<file path="config.mk">
export PLATFORM = sky130hd
export DESIGN_NAME = pb_debounce
export DESIGN_NICKNAME = d
export VERILOG_FILES = /design/src/rtl/pb_debounce.sv
export SDC_FILE = /design/constraint.sdc
export NUM_CORES = 1
export LEC_CHECK = 0
export ABC_AREA = 0
export BUFFER_PORTS_ARGS = -buffer_cell sky130_fd_sc_hd__buf_2
export CAP_MARGIN = 20
export CORE_ASPECT_RATIO = 0.9
export CORE_MARGIN = 2
export CORE_UTILIZATION = 50
export CTS_BUF_LIST = sky130_fd_sc_hd__clkbuf_4 sky130_fd_sc_hd__clkbuf_8
export DETAILED_ROUTE_END_ITERATION = 12
export GPL_ROUTABILITY_DRIVEN = 0
export GPL_TIMING_DRIVEN = 0
export PLACE_DENSITY = 0.66
export SYNTH_ARGS = -nofsm -noshare
export SYNTH_HDL_FRONTEND = slang
export SYNTH_SLANG_ARGS = --single-unit
</file>
<file path="constraint.sdc">
create_clock -name clk -period 3.05 [get_ports clk]
set_clock_uncertainty 0.1 [all_clocks]
set_input_delay 0.1525 -clock clk [delete_from_list [all_inputs] [get_ports clk]]
set_output_delay 0.1525 -clock clk [all_outputs]
set_load 0.01 [all_outputs]
</file>
<file path="src/rtl/pb_debounce.sv">
// Synchronizer, debouncer and press/release/long-press detector for active-low
// push-button pins. Each channel is independent; every output is registered.
module pb_debounce #(
  parameter int N             = 2,
  parameter int STABLE_CYCLES = 65536,
  parameter int LONG_CYCLES   = 4194304
) (
  input  logic         clk,
  input  logic         rst,
  input  logic [N-1:0] nPB,
  output logic [N-1:0] pressed,
  output logic [N-1:0] press_p,
  output logic [N-1:0] release_p,
  output logic [N-1:0] long_p,
  output logic [N-1:0] held_long
);

  localparam int SW = $clog2(STABLE_CYCLES);
  localparam int LW = $clog2(LONG_CYCLES);

  localparam logic [SW-1:0] DCNT_LAST = SW'(STABLE_CYCLES - 1);
  localparam logic [LW-1:0] HCNT_LAST = LW'(LONG_CYCLES - 1);

  typedef enum logic {
    IDLE = 1'b0,
    HOLD = 1'b1
  } hold_state_t;

  for (genvar i = 0; i < N; i++) begin : g_ch
    logic [1:0]    sync_q;
    logic          s;
    logic [SW-1:0] dcnt_q, dcnt_d;
    logic          pressed_q, pressed_d;
    logic          press_q, press_d;
    logic          release_q, release_d;
    hold_state_t   state_q, state_d;
    logic [LW-1:0] hcnt_q, hcnt_d;
    logic          long_q, long_d;
    logic          held_q, held_d;

    // Flops reset to the released pin level so a held button after reset is
    // seen as a fresh press.
    always_ff @(posedge clk or posedge rst) begin
      if (rst) begin
        sync_q <= 2'b11;
      end else begin
        sync_q <= {sync_q[0], nPB[i]};
      end
    end

    assign s = ~sync_q[1];

    always_comb begin
      dcnt_d    = dcnt_q;
      pressed_d = pressed_q;
      press_d   = 1'b0;
      release_d = 1'b0;
      if (s == pressed_q) begin
        dcnt_d = '0;
      end else if (dcnt_q == DCNT_LAST) begin
        dcnt_d    = '0;
        pressed_d = s;
        press_d   = s;
        release_d = ~s;
      end else begin
        dcnt_d = dcnt_q + SW'(1);
      end
    end

    // Hold tracker. A release accepted on the threshold edge takes priority,
    // so long_p never fires together with release_p.
    always_comb begin
      state_d = state_q;
      hcnt_d  = hcnt_q;
      long_d  = 1'b0;
      held_d  = held_q;
      case (state_q)
        IDLE: begin
          hcnt_d = '0;
          held_d = 1'b0;
          if (press_d) begin
            state_d = HOLD;
          end
        end
        HOLD: begin
          if (release_d) begin
            state_d = IDLE;
            hcnt_d  = '0;
            held_d  = 1'b0;
          end else if (hcnt_q == HCNT_LAST) begin
            if (!held_q) begin
              long_d = 1'b1;
              held_d = 1'b1;
            end
          end else begin
            hcnt_d = hcnt_q + LW'(1);
          end
        end
        default: begin
          state_d = IDLE;
          hcnt_d  = '0;
          held_d  = 1'b0;
        end
      endcase
    end

    always_ff @(posedge clk or posedge rst) begin
      if (rst) begin
        dcnt_q    <= '0;
        pressed_q <= 1'b0;
        press_q   <= 1'b0;
        release_q <= 1'b0;
        state_q   <= IDLE;
        hcnt_q    <= '0;
        long_q    <= 1'b0;
        held_q    <= 1'b0;
      end else begin
        dcnt_q    <= dcnt_d;
        pressed_q <= pressed_d;
        press_q   <= press_d;
        release_q <= release_d;
        state_q   <= state_d;
        hcnt_q    <= hcnt_d;
        long_q    <= long_d;
        held_q    <= held_d;
      end
    end

    assign pressed[i]   = pressed_q;
    assign press_p[i]   = press_q;
    assign release_p[i] = release_q;
    assign long_p[i]    = long_q;
    assign held_long[i] = held_q;
  end

endmodule

</file>
* Word level (Yosys, flattened, before mapping)
Index checks and enable logic that the tools add are counted.
** Storage, ports and cells
- Bits in registers :: 92
- Bits of input ports :: 4
** Operators by class
- Add/subtract/negate cells :: 4
- Equality and inequality tests :: 10
- Multiplexer cells :: 38
- Bitwise operators :: 6
- Reductions and logical operators :: 2
** Operator list (number)
- 22-bit 2-to-1 mux :: 4
- 22-bit one-hot mux with 2 select lines :: 2
- 16-bit 2-to-1 mux :: 4
- 22-bit by 1-bit adder with 22-bit output, second input constant :: 2
- 22-bit == test, second input constant :: 2
- 16-bit by 1-bit adder with 16-bit output, second input constant :: 2
- 16-bit == test, second input constant :: 2
- 1-bit 2-to-1 mux :: 24
- 1-bit one-hot mux with 2 select lines :: 4
- 3-bit by 2-bit inequality test with 1-bit output, second input constant :: 2
- 3-bit inequality test, second input constant :: 2
- 1-bit NOT :: 6
- 2-bit AND reduction :: 2
- 1-bit == test :: 2

* Logic depth before layout (Yosys ltp)
- Depth in word-level cells :: 5
- Depth in mapped cells :: 8
- Mapped depth without buffers :: 6

* Least setup slack after synthesis
OpenSTA, ideal clock, no wires.
- Path type :: register to register
- Start point :: register g_ch[0].dcnt_q[0]
- End point :: register g_ch[0].hcnt_q[10]
- Data arrival time :: 1.740 ns
- Slack :: 1.078 ns
- Cell stages (with the launch flop) :: 9
- Path through :: dfrtp_1 -> ha_1 -> nand3_1 -> nor4_2 -> and3_1 -> nand2b_1 -> buf_2 -> buf_6 -> a211oi_1
** Between the ends
- Longest elaborated chain between the ends :: 5
** Ends and longest elaborated chain
- start: declaration :: RTL line 32 : logic [SW-1:0] dcnt_q, dcnt_d;
- start signal: assignment :: RTL line 118 : dcnt_q <= dcnt_d;
- 16-bit == test (*) :: RTL line 60 : end else if (dcnt_q == DCNT_LAST) begin
- 1-bit 2-to-1 mux (*) :: RTL line 60
- 1-bit 2-to-1 mux (*) :: RTL line 58 : if (s == pressed_q) begin
- via g_ch[0].release_d :: RTL line 35 : logic release_q, release_d;
- 22-bit 2-to-1 mux :: RTL line 86 : if (release_d) begin
- 22-bit one-hot mux with 2 select lines :: RTL line 77 : case (state_q)
- end signal: assignment :: RTL line 123 : hcnt_q <= hcnt_d;
- end: declaration :: RTL line 37 : logic [LW-1:0] hcnt_q, hcnt_d;
The timed path passes the listed nets; every way through them passes the cells marked *.
A chain may end at the register's enable or synchronous reset.

* Worst setup path in the final report
- Start point :: register g_ch[1].dcnt_q[0]
- End point :: register g_ch[1].hcnt_q[14]
** Between the ends
- Longest elaborated chain between the ends :: 5
** Ends and longest elaborated chain (RTL line)
- start: declaration :: 32
- start signal: assignment :: 118
- 16-bit == test (*) :: 60
- 1-bit 2-to-1 mux (*) :: 60
- 1-bit 2-to-1 mux (*) :: 58
- via g_ch[1].release_d :: 35
- 22-bit 2-to-1 mux :: 86
- 22-bit one-hot mux with 2 select lines :: 77
- end signal: assignment :: 123
- end: declaration :: 37
Marks and branches as above.

==> results.md <==
- Die Ht: ~95 µm
- Root Driver: clkbuf_8
- Number of remaining DRC errors: 0
- Final hold viol count: 0
- Vias per cell: ~5.3
- Placed cell count: 610
- PwrDens: 422 mW/mm²
- Clk buf depth: 2
- Synth cell count leaders: 88 x dfrtp_1, 86 x nor2_1, 41 x xnor2_1
- Ant. Diodes: 0
- GRT overflow: 0
- Met1 Routed Length: approximately 4200 µm
- Post-Syn Instances: 474
- Worst hold slack: between 0.2 and 0.25 ns
- Syn. warnings: 0
- CTS buffer count: 9
- Asr flop ratio synth: 100%
- Max-Cap Viols: 0
- Pins Over Slew Limit: 0
- Core area: 0.00904 mm²
- # port buffers: 13
- Crit path from: g_ch[1].dcnt_q[0]
- Worst-margin pin slew: approximately 0.60 ns
- H-tree depth: 3
- Count leader, synth: dfrtp_1
- Post-DP HPWL: 5640 µm
- Starting density of the core: between 50% and 60%
- FP Rows: 33
- Lkg Pwr: between 2 and 2.5 nW
- Crit Path Max Fanout: 10
- Fill count: roughly 820
- Seq pwr share: between 50% and 60%
- PostCTS Resize Cnt: 0
- Final worst path period share: 76.2%
- First-pass GRT wire length: between 10000 and 15000 µm
- Post-synth EDFFs: 0
- Multi-input logic area: 0.00209 mm²
- Average wire per standard cell: ~13 µm
- Setup crit start kind: flip-flop
- Synth area leaders: dfrtp_1 48%, xnor2_1 7.8%, nor2_1 7.0%
- NetSw: approximately 0.49 mW
- Arr. time, crit path: approximately 2.5 ns
- Via count: approximately 3.3k
- R2r startpoint: g_ch[1].dcnt_q[0]
- Synth unique cells: between 40 and 50
- Largest net degree at the start of global routing: approximately 70
- CTS tree: done
- Detail Route met2 WL: 3720 µm
- Hold/Removal Path Class: input pin to async pin
- Pre-CTS WS: about 0.73 ns
- Final nets: just over 500
- Worst IR Drop VDD: approximately 230 µV
- Worst EP required: ~3.2 ns
- Nature of the critical path endpoint: flip-flop
- Pint: about 1.7 mW
- Share of cells above drive strength 1: between 10% and 20%
- Syn_nets: 482
- IO Count: 14
- Vias in the first global route: approximately 3.2k
- WL final: approximately 8200 µm
- Synth area leader: dfrtp_1
- DIE WIDTH: 105 µm
- DRT antenna net count: 0
- Area occupied by registers: about 0.0023 mm²
- Cell Area, Synth: around 0.0046 mm²
- Relative slew slack: about three fifths
- CP Class: flip-flop to flip-flop
- Total power: 2.16 mW
- Area Growth Syn to Fin: 10.6%
- Initial antenna violation count: 0
- Tmin final: 2.32 ns
- Synth Register Bits: just over 90
- Seq/Total Area, Yosys: about half
- Switching share of power: between 20 and 25%
- Gr usage total: between 10% and 20%
- Dominant synthesized flop cell: dfrtp_1
- Share of the synthesized area in the top cell type: between 40% and 50%
- Clk sinks: between 90 and 100
- Final count of negative-setup-slack endpoints: 0
- Avg Inst Size Synth: 9.77 µm²
- Status: complete, no violations
- Die footprint: about 0.01 mm²
- Post-route insts no fill: between 600 and 700
- Met3 WL: ~240 µm
- Clk pwr share: about two fifths
- Max Freq: between 0.4 and 0.5 GHz
- Initial DRC Count: ~120
- Clock latency on the worst-skew pair: about 0.36 ns
- Share of power burned in combinational logic: under 10%
- Max Used Layer: met4
- RSZ-0062 raised after global routing: no
- Worst-path clk slew: approximately 0.090 ns
- Final WS setup: roughly 0.73 ns
- TritonRoute pass-1 iters: 4
layout make-up:
class                           instances  area share (%)
Buffer                                 28            3.42
Clock buffer                           11            2.83
Clock inverter                          5            1.32
Inverter                               15            1.15
Multi-Input combinational cell        339            40.9
Sequential cell                        92            45.1
Tap cell                              122            2.98
Timing Repair Buffer                   17            2.39
stage by stage:
| step | utilization, % | setup TNS [ns] | cell area (µm²) |
|---|---|---|---|
| floorplan | - | 0 | 4630 |
| global placement | 53.6 | -58.77 | 4850 |
| detailed placement | 54.0 | 0 | 4880 |
| CTS | 56.6 | 0 | 5120 |
| global route | 56.6 | 0 | 5120 |
| finish | 56.6 | 0 | 5120 |
kinds of logic after synthesis:
group | synth area share [%]
mux | 0.648
compound gates | 5.67
simple gates | 27.0
fa+ha+maj | 1.08
flops | 49.8
buf+inv | 5.00
xor+xnor | 10.8
worst max-delay path, stage by stage (launching register included):
cell and delay, ns:
dfrtp_1 0.40, ha_1 0.25, nand4_1 0.14, nor4_2 0.51
and3_1 0.25, nand2b_1 0.12, buf_2 0.18, buf_4 0.20
nor2_1 0.06
final timing paths:
path	cells after the start	slack, ns	end
min reg2reg	0	0.26	g_ch[0].sync_q[1]
max in group asynchronous	4	1.98	g_ch[1].sync_q[1]
max reg2reg	8	0.73	g_ch[1].hcnt_q[14]
min in group clk	0	0.26	g_ch[0].sync_q[1]
min	3	0.21	g_ch[0].hcnt_q[14]
max	8	0.73	g_ch[1].hcnt_q[14]
state kept, by name (all words and copies together), names as in the netlist:
signal and flops:
g_ch.dcnt_q 32, g_ch.hcnt_q 44, g_ch.held_q 2, g_ch.long_q 2
g_ch.press_q 2, g_ch.pressed_q 2, g_ch.release_q 2, g_ch.state_q 2
g_ch.sync_q 4
power groups by stage:
stage	clock [mW]	sequential, mW	combinational, mW
2_1_floorplan	0	1.26	0.0360
3_3_place_gp	0	1.26	0.0480
3_5_place_dp	0	1.26	0.0539
4_1_cts	0.903	1.24	0.0571
5_1_grt	0.945	1.24	0.0657
6_report	0.871	1.24	0.0541
repair_timing:
item / CTS / global route
hold buffers: 3 / 0
hold endpoints to repair: 27 / 0
setup endpoints to repair: 0 / 0
buffers inserted: 0 / 0
routing by layer:
layer	up-vias	global-route usage [%]
met5	-	0
met4	0	5.11
met3	2	4.51
met2	41	28.2
met1	1612	25.3
li1	1683	-
layout by cell type (no fill, tap or decap), types with 7 or more instances in the layout:
master / n
dfrtp_1: 88
nor2_1: 86
xnor2_1: 41
nand2_1: 27
nand3_1: 27
buf_2: 21
nand4_1: 20
a21oi_1: 18
xor2_1: 16
inv_1: 14
buf_4: 12
nor3_1: 12
nor4_1: 10
clkbuf_8: 10
and3_1: 8
or2_2: 7
Note: power is estimated with default switching activity, not from simulation.
